<file path="config.mk">
export PLATFORM = sky130hd
export DESIGN_NAME = alarm_set_controller
export DESIGN_NICKNAME = d
export VERILOG_FILES = /design/src/rtl/alarm_set_controller.sv
export SDC_FILE = /design/constraint.sdc
export NUM_CORES = 1
export LEC_CHECK = 0
export BUFFER_PORTS_ARGS = -buffer_cell sky130_fd_sc_hd__buf_2
export CORE_UTILIZATION = 55
export DETAILED_ROUTE_END_ITERATION = 12
export PLACE_DENSITY_LB_ADDON = 0.12
export SLEW_MARGIN = 20
export SYNTH_ARGS = -nofsm -noshare
export SYNTH_HDL_FRONTEND = slang
export SYNTH_SLANG_ARGS = --single-unit
export TNS_END_PERCENT = 10
</file>
<file path="constraint.sdc">
create_clock -name CLK -period 2.8 [get_ports CLK]
set_input_delay 0.84 -clock CLK [delete_from_list [all_inputs] [get_ports CLK]]
set_output_delay 0.84 -clock CLK [all_outputs]
set_load 0.05 [all_outputs]
</file>
<file path="src/rtl/alarm_set_controller.sv">
// Alarm-clock set-button sequencer: steps the target select, emits single-cycle
// reset/increment pulses with auto-repeat, and falls back to the clock after inactivity.
module alarm_set_controller #(
    parameter int REPEAT_DELAY  = 500,
    parameter int REPEAT_PERIOD = 100,
    parameter int TIMEOUT       = 10000
) (
    input  logic       CLK,
    input  logic       RST_N,
    input  logic       MODE_BTN,
    input  logic       RESET_BTN,
    input  logic       INC_BTN,
    output logic [1:0] S,
    output logic       RESET,
    output logic       INCREMENT,
    output logic       TIMEOUT_P
);
    // A period of 1 gives $clog2 = 0, so every counter keeps at least one bit.
    localparam int DLY_W = ($clog2(REPEAT_DELAY) < 1) ? 1 : $clog2(REPEAT_DELAY);
    localparam int PER_W = ($clog2(REPEAT_PERIOD) < 1) ? 1 : $clog2(REPEAT_PERIOD);
    localparam int RPT_W = (DLY_W > PER_W) ? DLY_W : PER_W;
    localparam int IDL_W = ($clog2(TIMEOUT) < 1) ? 1 : $clog2(TIMEOUT);

    localparam logic [RPT_W-1:0] DLY_TC = RPT_W'(REPEAT_DELAY - 1);
    localparam logic [RPT_W-1:0] PER_TC = RPT_W'(REPEAT_PERIOD - 1);
    localparam logic [IDL_W-1:0] IDL_TC = IDL_W'(TIMEOUT - 1);

    // state     | meaning
    // ST_IDLE   | no increment in progress; waits for an INC rising edge
    // ST_DELAY  | INC held after first pulse; counting to the first auto-repeat
    // ST_REPEAT | INC still held; pulsing every REPEAT_PERIOD cycles
    typedef enum logic [1:0] {ST_IDLE, ST_DELAY, ST_REPEAT} rpt_state_t;

    rpt_state_t       state_q, state_d;
    logic [RPT_W-1:0] rpt_cnt_q, rpt_cnt_d;
    logic [IDL_W-1:0] idle_cnt_q, idle_cnt_d;
    logic             mode_prev, reset_prev, inc_prev;
    logic [1:0]       s_d;
    logic             reset_d, inc_d, tp_d;
    logic             mode_edge, reset_edge, inc_edge, any_btn, rpt_pulse;

    // Lower-priority edges are masked by any higher-priority edge in the same cycle.
    assign mode_edge  = MODE_BTN & ~mode_prev;
    assign reset_edge = RESET_BTN & ~reset_prev & ~mode_edge;
    assign inc_edge   = INC_BTN & ~inc_prev & ~mode_edge & ~reset_edge;
    assign any_btn    = MODE_BTN | RESET_BTN | INC_BTN;

    always_ff @(posedge CLK) begin
        if (!RST_N) begin
            state_q    <= ST_IDLE;
            rpt_cnt_q  <= '0;
            idle_cnt_q <= '0;
            mode_prev  <= 1'b1;
            reset_prev <= 1'b1;
            inc_prev   <= 1'b1;
            S          <= 2'b00;
            RESET      <= 1'b0;
            INCREMENT  <= 1'b0;
            TIMEOUT_P  <= 1'b0;
        end else begin
            state_q    <= state_d;
            rpt_cnt_q  <= rpt_cnt_d;
            idle_cnt_q <= idle_cnt_d;
            mode_prev  <= MODE_BTN;
            reset_prev <= RESET_BTN;
            inc_prev   <= INC_BTN;
            S          <= s_d;
            RESET      <= reset_d;
            INCREMENT  <= inc_d;
            TIMEOUT_P  <= tp_d;
        end
    end

    always_comb begin
        state_d    = state_q;
        rpt_cnt_d  = rpt_cnt_q;
        idle_cnt_d = idle_cnt_q;
        s_d        = S;
        reset_d    = 1'b0;
        inc_d      = 1'b0;
        tp_d       = 1'b0;
        rpt_pulse  = 1'b0;

        if (mode_edge) begin
            s_d        = S + 2'd1;
            state_d    = ST_IDLE;
            rpt_cnt_d  = '0;
            idle_cnt_d = '0;
        end else begin
            reset_d = reset_edge;

            unique case (state_q)
                ST_IDLE: begin
                    if (inc_edge) begin
                        rpt_pulse = 1'b1;
                        rpt_cnt_d = '0;
                        state_d   = ST_DELAY;
                    end
                end
                ST_DELAY: begin
                    if (!INC_BTN) begin
                        rpt_cnt_d = '0;
                        state_d   = ST_IDLE;
                    end else if (rpt_cnt_q == DLY_TC) begin
                        rpt_pulse = 1'b1;
                        rpt_cnt_d = '0;
                        state_d   = ST_REPEAT;
                    end else begin
                        rpt_cnt_d = rpt_cnt_q + RPT_W'(1);
                    end
                end
                ST_REPEAT: begin
                    if (!INC_BTN) begin
                        rpt_cnt_d = '0;
                        state_d   = ST_IDLE;
                    end else if (rpt_cnt_q == PER_TC) begin
                        rpt_pulse = 1'b1;
                        rpt_cnt_d = '0;
                    end else begin
                        rpt_cnt_d = rpt_cnt_q + RPT_W'(1);
                    end
                end
                default: begin
                    rpt_cnt_d = '0;
                    state_d   = ST_IDLE;
                end
            endcase

            // A RESET pulse wins the cycle; the repeat schedule keeps running underneath it.
            inc_d = rpt_pulse & ~reset_edge;

            if (S == 2'b00 || any_btn) begin
                idle_cnt_d = '0;
            end else if (idle_cnt_q == IDL_TC) begin
                idle_cnt_d = '0;
                s_d        = 2'b00;
                tp_d       = 1'b1;
            end else begin
                idle_cnt_d = idle_cnt_q + IDL_W'(1);
            end
        end
    end

endmodule

</file>
==> impl_metrics.ini <==
[power]
share_clk_of_total_power_pct = 32.2
p_seq_share_pct = 58.9
p_comb_share_pct = 8.9
switching_share_pct = 27.0
finalPower_uw = 814
p_leak_nw = 0.573
switchingPower_uw = 220
p_per_area_nw_per_um2 = 456
max-vdd-ir-drop_mv = 0.289
p_int_uw = 594

[outcome]
status = finished with violations
violations = design-rule violations

[logic_synthesis]
yosys.area_share.adder_pct = 5.20
avgSynthCellArea_sq_um = 8.46
synth_seq_cells = 33
synth_top_area_share_pct = 39.2
synth_compound_area_share_pct = 19.0
netlist_instances = 199
synthSimpleGateAreaFrac_pct = 26.4
yosysWarnings = 0
synth.area.mux_share_pct = 0.594
synthDistinctLibCells = 42
synth_xor_area_share_pct = 5.20
ys.flop_type = dfxtp_1
synth-edff-count = 0
syn_area_sq_um = 1680
synth_seq_area_share_pct = 39.2
synth_top_family_by_area = simple AND/OR/NAND/NOR gates
synthArstFlopShare_pct = 0
yosys.area.top_type = dfxtp_1
synth_nets = 211
synthTopCellsByArea = dfxtp_1 (39%), ha_1 (5.2%), o211ai_1 (4.9%)

[floorplan]
die_area_sq_um = 3290
die_w_microns = 57.3
io_pins = 10
row_count = 19
core_area_sq_um = 2830
initial_core_util_pct = 59.5
fp.dieH_microns = 57.3

[setup_path]
start_kind = register
cp_max_fo = 13
r2r-start = idle_cnt_q[0]
end_kind = register
cp-startpoint = idle_cnt_q[0]
required_ps = 3010
worstSetupPathType = register to register
arrival_ps = 2310

[routing]
vias = 1479
drtIter0Drc = 99
wl_met1_mm = 1.55
wl_per_cell_microns = 13.7
routed-wl-met2_mm = 1.49
first_pass_iters = 10
drt-total-wl_mm = 3.25
routed_via_density = 6.21
ant_nets = 0
dr.max_layer_used = met4
dr_wl_met3_microns = 184
drc = 2

[sta]
drv_slew = 0
finalCriticalPeriod_ps = 2100
fin_ws_ps = 702
slew-limit-headroom_pct = 62.2
finalHoldViolCount = 0
finClkSkew_ps = 15.8
fmax_mhz = 477
hold_ws_ps = 481
fin_crit_sh_pct = 74.9
final-setup-viol-count = 0
setup-tns-final_ps = 0
tightestPinTransition_ps = 567
rsz0062_at_grt = no

[global_routing]
grt_max_degree = 17
grt_overflow_total = 0
grt_pass1_vias = 1367
track_usage_pct = 22.7
grt_pass1_wl_mm = 5.85
antenna_found_initial = 0

[final_layout]
drive_gt1_share_pct = 10.6
final_cell_mix = dfxtp_1 (33), nand2_1 (21), nor2_1 (18)
mostFrequentLayoutCell = dfxtp_1
final_cells = 238
nNetsFinal = 218
synthToLayoutAreaGrowth_pct = 6.17
antenna_cells = 0
final_area_sq_um = 1790
fin_util_pct = 63.2

[clock_tree]
cts.repair.resized = 0
ctsHtreeMaxLevel = 2
root_buffer = clkbuf_4
hold_buffers = 0
cts_buffers = 5
clkLatencyLatePin_ps = 340
cts_tree = done
clkTransAtPathRegs_ps = 110
clock-sinks = 33
cts_setup_buffers = 0
clock_path_buffers = 2

[placement]
post-place-ws_ps = 498
place_inst = 230
dp_hpwl_mm = 2.25
portBuffers = 9
placed_area_sq_um = 1730
gp_congestion = 0.862

[worst_hold_path]
worstHoldStart = idle_cnt_q[0]
min_path_type = register to register

[flow_run]
cap_violations = 0
-- path summary, 6_finish.rpt --
| kind | cells past startpoint | slack, ps | endpoint |
|---|---|---|---|
| worst max-delay path | 5 | 700 | idle_cnt_q[8] |
| worst min register to register | 1 | 480 | idle_cnt_q[0] |
| worst max register to register | 5 | 700 | idle_cnt_q[8] |
| worst min-delay path | 1 | 480 | idle_cnt_q[0] |
-- kinds of logic after synthesis --
kind of cell,count (synthesis)
simple gates,86
compound gates,44
flops,33
buf+inv,18
xor+xnor,10
fa+ha+maj,7
mux,1
-- flip-flops by register name (all words and copies together), names as in the netlist --
register    flops
INCREMENT       1
RESET           1
mode_prev       1
idle_cnt_q     14
state_q         2
reset_prev      1
inc_prev        1
rpt_cnt_q       9
S               2
TIMEOUT_P       1
-- worst max-delay path, cell delays in order, from the launching register on --
cell and delay, ps:
dfxtp_1 400, ha_1 200, nand3_1 230, or4_4 620, or2b_1 420, nor2_1 100
-- area by class of cell --
cell class                      instances  area [sq um]
Clock buffer                            5          37.5
Sequential cell                        33           661
Multi-Input combinational cell        148           951
Inverter                                8          30.0
Clock inverter                          3          17.5
Fill cell                             256          1040
Tap cell                               31          38.8
Timing Repair Buffer                   10          52.6
-- layer usage --
metal	vias up	GRT usage, %
met5	-	0
met4	0	9.76
met3	5	6.35
met2	42	36.5
met1	688	28.6
li1	744	-
-- synth_stat cells, types with 2 or more instances --
library cell   n
a21oi_1        5
a31oi_1        8
and3_1         4
clkbuf_1       8
dfxtp_1       33
ha_1           7
inv_1          8
nand2_1       21
nand2b_1       5
nand3_1        8
nand4_1        4
nor2_1        18
nor2b_1        2
nor3_1         6
nor4_1         4
o211ai_1      11
o21ai_0        3
o221ai_1       3
o311a_1        3
o311ai_0       2
o31a_1         2
o31ai_1        2
or2_2          2
or3_1          3
or4b_1         2
xnor2_1        6
xor2_1         4
-- power by group through the flow --
| stage | Sequential, mW | Combinational [mW] | Clock [mW] |
|---|---|---|---|
| 2_1_floorplan | 0.495 | 0.0471 | 0 |
| 3_3_place_gp | 0.490 | 0.0705 | 0 |
| 3_5_place_dp | 0.491 | 0.0718 | 0 |
| 4_1_cts | 0.480 | 0.0719 | 0.271 |
| 5_1_grt | 0.481 | 0.0808 | 0.293 |
| 6_report | 0.480 | 0.0728 | 0.262 |
No activity file was read; power rests on OpenSTA's default activity.
